**config.mk**
```make
export PLATFORM = sky130hd
export DESIGN_NAME = uart_ack_link
export DESIGN_NICKNAME = d
export VERILOG_FILES = /design/src/rtl/uart_ack_link.sv
export SDC_FILE = /design/constraint.sdc
export NUM_CORES = 1
export LEC_CHECK = 0
export BUFFER_PORTS_ARGS = -buffer_cell sky130_fd_sc_hd__buf_4
export CORE_MARGIN = 3
export CORE_UTILIZATION = 35
export CTS_BUF_LIST = sky130_fd_sc_hd__clkbuf_8
export CTS_CLUSTER_DIAMETER = 30
export DETAILED_ROUTE_END_ITERATION = 10
export PLACE_DENSITY = 0.58
export SYNTH_ARGS = -nofsm -noshare
export SYNTH_HDL_FRONTEND = slang
export SYNTH_SLANG_ARGS = --single-unit
```
**constraint.sdc**
```tcl
create_clock -name clk -period 3.85 [get_ports clk]
set_input_delay 0.77 -clock clk [delete_from_list [all_inputs] [get_ports clk]]
set_output_delay 0.77 -clock clk [all_outputs]
set_load 0.02 [all_outputs]
```
**src/rtl/uart_ack_link.sv**
```systemverilog
// Full-duplex UART link endpoint: acknowledged, retransmitted outbound words and
// ACK-returning inbound word assembly. Define UART_PARITY_EN to add an even-parity bit.
module uart_ack_link #(
    parameter int unsigned UART_WIDTH            = 8,
    parameter int unsigned WORD_BYTES            = 2,
    parameter int unsigned CLK_FREQ              = 50_000_000,
    parameter int unsigned UART_BAUD_RATE        = 230400,
    parameter int unsigned UART_RETRANSMIT_COUNT = 5,
    parameter int unsigned ACK_TIMEOUT_BAUDS     = 64,
    parameter logic [UART_WIDTH-1:0] ACK_BYTE    = 8'hCC,
    localparam int unsigned W  = UART_WIDTH * WORD_BYTES,
    localparam int unsigned AW = $clog2(UART_RETRANSMIT_COUNT + 2)
) (
    input  logic          clk,
    input  logic          rstN,
    input  logic [W-1:0]  tx_data,
    input  logic          tx_valid,
    output logic          tx_ready,
    output logic          tx_done,
    output logic          tx_fail,
    output logic [AW-1:0] attempt_cnt,
    output logic [W-1:0]  rx_data,
    output logic          rx_valid,
    output logic          data_tx,
    input  logic          ack_rx,
    input  logic          data_rx,
    output logic          ack_tx
);
    localparam int unsigned BIT_CYC = CLK_FREQ / UART_BAUD_RATE;
    localparam int unsigned HALF    = BIT_CYC / 2;
    localparam int unsigned TMO_CYC = ACK_TIMEOUT_BAUDS * BIT_CYC;
`ifdef UART_PARITY_EN
    localparam int unsigned PAR = 1;
`else
    localparam int unsigned PAR = 0;
`endif
    localparam int unsigned FB = UART_WIDTH + 2 + PAR;
    localparam int unsigned CW = $clog2(BIT_CYC);
    localparam int unsigned BW = $clog2(FB);
    localparam int unsigned TW = $clog2(TMO_CYC + 1);
    localparam int unsigned NW = $clog2(WORD_BYTES + 1);

    typedef enum logic [1:0] {StIdle, StSend, StWaitAck} ostate_e;

    function automatic logic [FB-1:0] frame(input logic [UART_WIDTH-1:0] b);
`ifdef UART_PARITY_EN
        return {1'b1, ^b, b, 1'b0};
`else
        return {1'b1, b, 1'b0};
`endif
    endfunction

    // Channel 0 is the data pair (data_tx/data_rx), channel 1 the ACK pair (ack_tx/ack_rx).
    logic [1:0]            ser_busy_q, ser_end, ser_start;
    logic [FB-1:0]         ser_sh_q  [2];
    logic [CW-1:0]         ser_cyc_q [2];
    logic [BW-1:0]         ser_bit_q [2];
    logic                  data_start, ack_start;
    logic [UART_WIDTH-1:0] data_byte;

    logic [1:0]            rx_line, rx_s1_q, rx_s2_q, rx_s3_q, rx_busy_q;
    logic [1:0]            rx_stb_q, rx_ferr_q, rx_perr_q, rx_pbad_q;
    logic [UART_WIDTH-1:0] rx_sh_q  [2];
    logic [CW-1:0]         rx_cyc_q [2];
    logic [BW-1:0]         rx_bit_q [2];

    assign ser_start = {ack_start, data_start};
    assign rx_line   = {ack_rx, data_rx};
    assign data_tx   = ser_sh_q[0][0];
    assign ack_tx    = ser_sh_q[1][0];

    always_comb begin
        for (int c = 0; c < 2; c++) begin
            ser_end[c] = ser_busy_q[c] && ser_cyc_q[c] == CW'(BIT_CYC - 1)
                         && ser_bit_q[c] == BW'(FB - 1);
        end
    end

    // Idle shifter holds all ones, so the line output is a plain register bit.
    always_ff @(posedge clk) begin
        for (int c = 0; c < 2; c++) begin
            if (!rstN) begin
                ser_busy_q[c] <= 1'b0;
                ser_sh_q[c]   <= '1;
                ser_cyc_q[c]  <= '0;
                ser_bit_q[c]  <= '0;
            end else if (ser_start[c]) begin
                ser_busy_q[c] <= 1'b1;
                ser_sh_q[c]   <= frame((c == 0) ? data_byte : ACK_BYTE);
                ser_cyc_q[c]  <= '0;
                ser_bit_q[c]  <= '0;
            end else if (ser_busy_q[c]) begin
                if (ser_cyc_q[c] == CW'(BIT_CYC - 1)) begin
                    ser_cyc_q[c] <= '0;
                    ser_sh_q[c]  <= {1'b1, ser_sh_q[c][FB-1:1]};
                    if (ser_bit_q[c] == BW'(FB - 1)) ser_busy_q[c] <= 1'b0;
                    else ser_bit_q[c] <= ser_bit_q[c] + BW'(1);
                end else begin
                    ser_cyc_q[c] <= ser_cyc_q[c] + CW'(1);
                end
            end
        end
    end

    always_ff @(posedge clk) begin
        for (int c = 0; c < 2; c++) begin
            if (!rstN) begin
                {rx_s1_q[c], rx_s2_q[c], rx_s3_q[c]} <= 3'b111;
                {rx_busy_q[c], rx_stb_q[c], rx_ferr_q[c], rx_perr_q[c]} <= 4'b0000;
                rx_pbad_q[c] <= 1'b0;
                rx_sh_q[c]   <= '0;
                rx_cyc_q[c]  <= '0;
                rx_bit_q[c]  <= '0;
            end else begin
                rx_s1_q[c]   <= rx_line[c];
                rx_s2_q[c]   <= rx_s1_q[c];
                rx_s3_q[c]   <= rx_s2_q[c];
                rx_stb_q[c]  <= 1'b0;
                rx_ferr_q[c] <= 1'b0;
                rx_perr_q[c] <= 1'b0;
                if (!rx_busy_q[c]) begin
                    if (rx_s3_q[c] && !rx_s2_q[c]) begin
                        rx_busy_q[c] <= 1'b1;
                        rx_cyc_q[c]  <= '0;
                        rx_bit_q[c]  <= '0;
                    end
                end else if (rx_cyc_q[c] == ((rx_bit_q[c] == '0) ? CW'(HALF - 1)
                                                                 : CW'(BIT_CYC - 1))) begin
                    rx_cyc_q[c] <= '0;
                    rx_bit_q[c] <= rx_bit_q[c] + BW'(1);
                    if (rx_bit_q[c] == '0) begin
                        if (rx_s2_q[c]) rx_busy_q[c] <= 1'b0;
                    end else if (rx_bit_q[c] <= BW'(UART_WIDTH)) begin
                        rx_sh_q[c] <= {rx_s2_q[c], rx_sh_q[c][UART_WIDTH-1:1]};
`ifdef UART_PARITY_EN
                    end else if (rx_bit_q[c] == BW'(UART_WIDTH + 1)) begin
                        rx_pbad_q[c] <= rx_s2_q[c] ^ (^rx_sh_q[c]);
`endif
                    end else begin
                        // Mid-stop-bit: deliver the byte and re-arm for the next start bit.
                        rx_busy_q[c] <= 1'b0;
                        rx_pbad_q[c] <= 1'b0;
                        rx_stb_q[c]  <= rx_s2_q[c] & ~rx_pbad_q[c];
                        rx_perr_q[c] <= rx_s2_q[c] & rx_pbad_q[c];
                        rx_ferr_q[c] <= ~rx_s2_q[c];
                    end
                end else begin
                    rx_cyc_q[c] <= rx_cyc_q[c] + CW'(1);
                end
            end
        end
    end

    // Inbound word assembly and ACK queue (one frame in flight plus one pending).
    logic [W-1:0]  ibuf_q, ibuf_next;
    logic [NW-1:0] icnt_q;
    logic [TW-1:0] gap_q;
    logic          word_done, ack_pend_q, ack_pend_d;
    logic          unused_ferr;

    assign unused_ferr = rx_ferr_q[1];
    assign ibuf_next   = (ibuf_q >> UART_WIDTH) | (W'(rx_sh_q[0]) << (W - UART_WIDTH));
    assign word_done   = rx_stb_q[0] && icnt_q == NW'(WORD_BYTES - 1);
    assign ack_start   = ack_pend_q && (!ser_busy_q[1] || ser_end[1]);

    always_comb begin
        ack_pend_d = ack_pend_q;
        if (ack_start) ack_pend_d = 1'b0;
        if (word_done && (!ack_pend_q || ack_start)) ack_pend_d = 1'b1;
    end

    always_ff @(posedge clk) begin
        if (!rstN) begin
            ibuf_q     <= '0;
            icnt_q     <= '0;
            gap_q      <= '0;
            ack_pend_q <= 1'b0;
            rx_data    <= '0;
            rx_valid   <= 1'b0;
        end else begin
            ack_pend_q <= ack_pend_d;
            rx_valid   <= 1'b0;
            if (rx_stb_q[0]) begin
                gap_q  <= '0;
                ibuf_q <= ibuf_next;
                if (word_done) begin
                    rx_data  <= ibuf_next;
                    rx_valid <= 1'b1;
                    icnt_q   <= '0;
                end else begin
                    icnt_q <= icnt_q + NW'(1);
                end
            end else if (rx_ferr_q[0] || rx_perr_q[0]) begin
                icnt_q <= '0;
                gap_q  <= '0;
            end else if (icnt_q == '0 || rx_busy_q[0]) begin
                gap_q <= '0;
            end else if (gap_q == TW'(TMO_CYC)) begin
                icnt_q <= '0;
                gap_q  <= '0;
            end else begin
                gap_q <= gap_q + TW'(1);
            end
        end
    end

    // Outbound FSM.
    ostate_e       ost_q, ost_d;
    logic [W-1:0]  oword_q;
    logic [NW-1:0] obyte_q;
    logic [TW-1:0] tmo_q;
    logic [AW-1:0] att_q;
    logic          ack_ok, nack, retry;

    assign ack_ok      = rx_stb_q[1] && rx_sh_q[1] == ACK_BYTE;
    assign nack        = (rx_stb_q[1] && rx_sh_q[1] != ACK_BYTE) || rx_perr_q[1]
                         || tmo_q == TW'(TMO_CYC - 1);
    assign retry       = att_q <= AW'(UART_RETRANSMIT_COUNT);
    assign attempt_cnt = att_q;

    always_ff @(posedge clk) begin
        if (!rstN) ost_q <= StIdle;
        else ost_q <= ost_d;
    end

    always_comb begin
        ost_d = ost_q;
        unique case (ost_q)
            StIdle:    if (tx_valid) ost_d = StSend;
            StSend:    if (ser_end[0] && obyte_q == NW'(WORD_BYTES)) ost_d = StWaitAck;
            StWaitAck: begin
                if (ack_ok) ost_d = StIdle;
                else if (nack) ost_d = retry ? StSend : StIdle;
            end
            default:   ost_d = StIdle;
        endcase
    end

    always_comb begin
        tx_ready   = ost_q == StIdle;
        data_start = ost_q == StSend && obyte_q != NW'(WORD_BYTES)
                     && (!ser_busy_q[0] || ser_end[0]);
        data_byte  = UART_WIDTH'(oword_q >> (UART_WIDTH * obyte_q));
    end

    always_ff @(posedge clk) begin
        if (!rstN) begin
            oword_q <= '0;
            obyte_q <= '0;
            tmo_q   <= '0;
            att_q   <= '0;
            tx_done <= 1'b0;
            tx_fail <= 1'b0;
        end else begin
            tx_done <= 1'b0;
            tx_fail <= 1'b0;
            if (ost_q == StIdle && tx_valid) begin
                oword_q <= tx_data;
                att_q   <= AW'(1);
                obyte_q <= '0;
            end
            if (data_start) obyte_q <= obyte_q + NW'(1);
            if (ost_q == StWaitAck) begin
                tmo_q <= tmo_q + TW'(1);
                if (ack_ok) begin
                    tx_done <= 1'b1;
                end else if (nack) begin
                    if (retry) begin
                        att_q   <= att_q + AW'(1);
                        obyte_q <= '0;
                    end else begin
                        tx_fail <= 1'b1;
                    end
                end
            end else begin
                tmo_q <= '0;
            end
        end
    end
endmodule

```
== Yosys cells after proc, flatten, opt, wreduce, memory -nomap -nowiden ==
Memories as Yosys holds them, arrays and structs flattened.
Index checks and enable logic that the tools add are counted.
Operators by class
  $add $sub $neg: 13
  order comparisons: 3
  equal/unequal tests: 19
  shift operators: 1
  muxes and demuxes: 144
  bitwise logic cells: 35
  reduce and logical (&&, ||, !) cells: 40
Operators with widths (count)
  two-way mux 8 bit: 16
  two-way mux 1 bit: 95
  two-way mux 9 bit: 4
  adder 8 x 1 -> 8 bit (second input constant): 4
  two-way mux 4 bit: 8
  two-way mux 2 bit: 15
  adder 14 x 1 -> 14 bit (second input constant): 2
  equality test 14 bit (second input constant): 2
  OR 1 bit: 26
  equality test 8 bit (second input constant): 3
  adder 4 x 1 -> 4 bit (second input constant): 4
  equality test 8 bit: 2
  OR 8 x 16 -> 16 bit: 1
  >> shifter 16 x 5 -> 8 bit: 1
  logical AND 1 bit: 15
  two-way mux 3 bit: 5
  OR reduction 5 bit: 3
  equality test 4 bit (second input constant): 2
  <= comparator 4 bit (second input constant): 2
  logical NOT 4 bit: 2
  != test 8 bit (second input constant): 1
  NOT 1 bit: 8
  AND reduction 2 bit: 4
  != test 2 bit (second input constant): 3
  14 further kinds: 27
Word-level totals
  register bits: 102
  memory bits (writable): 82
  output and inout bits: 25
  memories kept: 6
Memories
  ser_sh_q: depth 2, width 9, read ports 2, clocked after Yosys merged registers in 0, wr ports 2, line 55  | logic [FB-1:0] ser_sh_q [2];
  rx_cyc_q: depth 2, width 8, read ports 2, clocked after Yosys merged registers in 0, wr ports 2, line 64  | logic [CW-1:0] rx_cyc_q [2];
  rx_sh_q: depth 2, width 8, read ports 2, clocked after Yosys merged registers in 0, wr ports 2, line 63  | logic [UART_WIDTH-1:0] rx_sh_q [2];
  ser_cyc_q: depth 2, width 8, read ports 2, clocked after Yosys merged registers in 0, wr ports 2, line 56  | logic [CW-1:0] ser_cyc_q [2];
  rx_bit_q: depth 2, width 4, read ports 2, clocked after Yosys merged registers in 0, wr ports 2, line 65  | logic [BW-1:0] rx_bit_q [2];
  ser_bit_q: depth 2, width 4, read ports 2, clocked after Yosys merged registers in 0, wr ports 2, line 57  | logic [BW-1:0] ser_bit_q [2];

== Longest topological paths before layout ==
An unclocked memory read counts as a cell.
  depth in word-level cells: 12
  mapped depth: 8

== Worst setup path before layout ==
No wires, ideal clock.
  path kind: register -> register
  start: memory rx_bit_q[1][0] (netlist name)
  end: memory rx_sh_q[1][0] (enable)
  data arrival time: 2.316 ns
  path slack: 1.150 ns
  cell stages (with the launch flop): 8
  buffers on the path: 0
  period minus slack after synthesis: 2.700 ns
  cells stage by stage: edfxtp_1 inv_1 ha_1 or3b_1 or3b_1 a21oi_1 nand2_1 o21ai_0
RTL lines (line)
  start, declared: 65
  end, declared: 63

==> summary.txt <==
Logic synthesis
  • Ys Warns: 0
  • Post-synth cell types: 58
  • Register bit count reported by yosys: 174
  • Syn Inst Count: 775
  • Ranking of synthesized cells by area: edfxtp_1, dfxtp_1, nor2_1
  • Area share of the largest cell type after synthesis: 31.0%
  • Largest area contributor in the netlist: edfxtp_1
  • Synthesized area: 0.00775 mm^2
  • Sequential area share after synthesis: 55.3%
  • Async S/R FF share, synth: 0%
  • Synth Net Count: between 800 and 900
  • Syn Area/Cell: 10.0 um^2
  • Main synth FF type: dfxtp_1
  • Post-synth EDFFs: 80

Floorplanning
  • Die X: 155 um
  • Initial Util: 36.2%
  • Top-Level Pins: 46
  • Vert. Die Dim: between 150 and 200 um
  • Row count: 53
  • Die area: 0.0240 mm^2
  • Core area: around 0.021 mm^2

Routing
  • Drt pass-1 iters: 4
  • Wire per inst: 12.9 um
  • Drt drc: 0
  • Initial drt markers: 261
  • DR vias/cell: 4.76
  • Via count: about 5300
  • Final wirelength: 14300 um
  • Antenna viol nets, final: 0

GRT
  • All-layer global routing usage: 12.2%
  • First-pass GRT wire length: 24200 um
  • Antenna violations before repair: 0
  • Total grt overflow: 0
  • Largest net degree at the start of global routing: 48
  • Vias in the first global route: between 5000 and 6000

Pwr
  • Total power: 3.50 mW
  • Sequential share of power: 59.2%
  • Worst ir drop on vdd: 0.199 mV
  • Switching Power: approximately 870 uW
  • Clock power frac: between 30% and 40%
  • Leakage: between 3 and 4 nW
  • Internal power: 2.64 mW
  • Comb power frac: 6.0%
  • Pwr/cell area: 401 mW/mm^2
  • Switching Fraction: 24.7%

Clocking
  • Postcts setup bufs: 0
  • Reg clk slew, reported paths: around 80 ps
  • Post-cts sizing count: 0
  • Clk buf depth: 2
  • Clock sinks: 174
  • CTS root buf: clkbuf_8
  • CTS Buf Count: 17
  • Worst skew pair latency: 450 ps
  • Max H-tree Level: 4
  • TritonCTS clock tree: yes
  • Hold buffer count at CTS: 0

STA
  • Setup TNS Final: 0 ps
  • Hold Vio Cnt, Final: 0
  • Slew headroom: 33.3%
  • Final Max Tran Viols: 0
  • Period utilisation layout: about two thirds
  • Setup violators final: 0
  • Hold Slack: 414 ps
  • Max Clock Skew: 11.8 ps
  • Fmax: about 0.40 GHz
  • Worst-Margin Slew: 995 ps
  • Unrepaired setup endpoints after global routing: false
  • Min Tclk post-route: roughly 2500 ps

Critical path
  • CP endpoint kind: flip-flop
  • CP peak stage delay: 440 ps
  • Critical-path top delay cell: edfxtp_1
  • Crit path kind: flip-flop to flip-flop
  • CP Max Fanout: 4
  • Arrival time at the worst endpoint: 2560 ps
  • Most used cell, CP: or3b_1
  • CP Cell Sequence: inv_1, ha_1, or3b_1, or3b_1, a21oi_1, nand2_1, o311ai_0
  • CP required: 3920 ps
  • CP Launch Type: flip-flop

Outcome
  • Status: complete, no violations

Cells and area
  • Final-stage net count: about 860
  • Antenna diode count: 0
  • P&R area growth vs syn: 12.6%
  • Commonest non-fill, non-tap cell in the layout: nor2_1
  • Most frequent cells in the layout: nor2_1, dfxtp_1, nand2_1, edfxtp_1, buf_4
  • Share of layout cells above drive strength 1: 11.2%

Placed design
  • Routability congestion estimate: 0.758
  • Post-DP HPWL: 9810 um
  • IO buf count: 45

Job
  • Max cap viols: 0

Min path
  • Worst Hold Class: flip-flop to flip-flop
## flip-flops by register name (all words and copies together), names as in the netlist, 3 cells and up
signal,cells
attempt_cnt,3
gap_q,14
ibuf_q,8
oword_q,16
rx_bit_q,8
rx_cyc_q,16
rx_data,16
rx_sh_q,16
ser_bit_q,8
ser_cyc_q,16
ser_sh_q,16
tmo_q,14
## synth_stat cells, drive strengths merged (9+ instances only)
cell type,count
nand2b,9
dfxtp,94
nand3,46
xnor2,24
edfxtp,80
clkbuf,19
ha,20
nor2,118
and2,21
nor3,10
a21oi,43
mux2i,16
and3,18
o21ai,14
inv,31
nand2,93
xor2,31
## logic make-up after synthesis
family | count (synthesis) | synth area share (%)
adders and majority gates | 20 | 3.23
xor gates and xnor gates | 55 | 6.21
AOI/OAI and AO/OA | 89 | 7.42
buffers and inverters | 56 | 2.79
muxes | 17 | 2.21
and+or+nand+nor | 364 | 22.9
DFF | 174 | 55.3
## critical path, delay by kind of cell (launching register included)
family | cells | cell delay, ps
buf+inv | 1 | 80
simple gates | 3 | 890
compound gates | 2 | 500
flops | 1 | 440
fa+ha+maj | 1 | 190
## metal layers
metal / vias up / share of wire (%) / routed length, um / global-route usage, %
met5: - / 0 / 0 / 0
met4: 0 / 0.53 / 76 / 3.20
met3: 6 / 3.1 / 436 / 3.55
met2: 36 / 46 / 6570 / 19.2
met1: 2463 / 50 / 7210 / 16.5
li1: 2760 / - / - / -
## through the flow
stage | utilization, % | instance area, um^2 | setup WS [ps] | instances
5_1_grt | 40.8 | 8730 | 1180 | 1105
6_report | 40.8 | 8730 | 1360 | 1105
3_3_place_gp | 39.0 | 8360 | 1430 | 1073
4_1_cts | 40.8 | 8730 | 1350 | 1105
2_1_floorplan | - | 7750 | 1150 | 775
3_5_place_dp | 39.0 | 8360 | 1380 | 1073
## power groups by stage
stage          Sequential [mW]  Clock [mW]  Combinational (mW)
3_5_place_dp              2.11           0               0.212
2_1_floorplan             2.09           0               0.163
4_1_cts                   2.07        1.27               0.213
5_1_grt                   2.08        1.34               0.240
3_3_place_gp              2.11           0               0.211
6_report                  2.07        1.22               0.209
## final cells by class
cell class	count	area (um^2)
fillers	2126	12700
multi-input cells	545	3250
clock inverters	13	113
flip-flops and latches	174	4280
well taps	275	344
inverters	31	116
clock buffers	19	262
repair buffers	48	360
## path summary, 6_finish.rpt
kind / from / to / slack (ps) / depth (start not counted)
worst max-delay path: rx_bit_q[1][0]$_SDFFCE_PN0P_ / rx_bit_q[1][0]$_SDFFCE_PN0P_ / 1360 / 7
worst min-delay path: rx_s1_q[1]$_SDFF_PN1_ / rx_s2_q[1]$_SDFF_PN1_ / 410 / 1
worst max register to register: rx_bit_q[1][0]$_SDFFCE_PN0P_ / rx_bit_q[1][0]$_SDFFCE_PN0P_ / 1360 / 7
worst min register to register: rx_s1_q[1]$_SDFF_PN1_ / rx_s2_q[1]$_SDFF_PN1_ / 410 / 1
(Power assumes the default switching activity.)
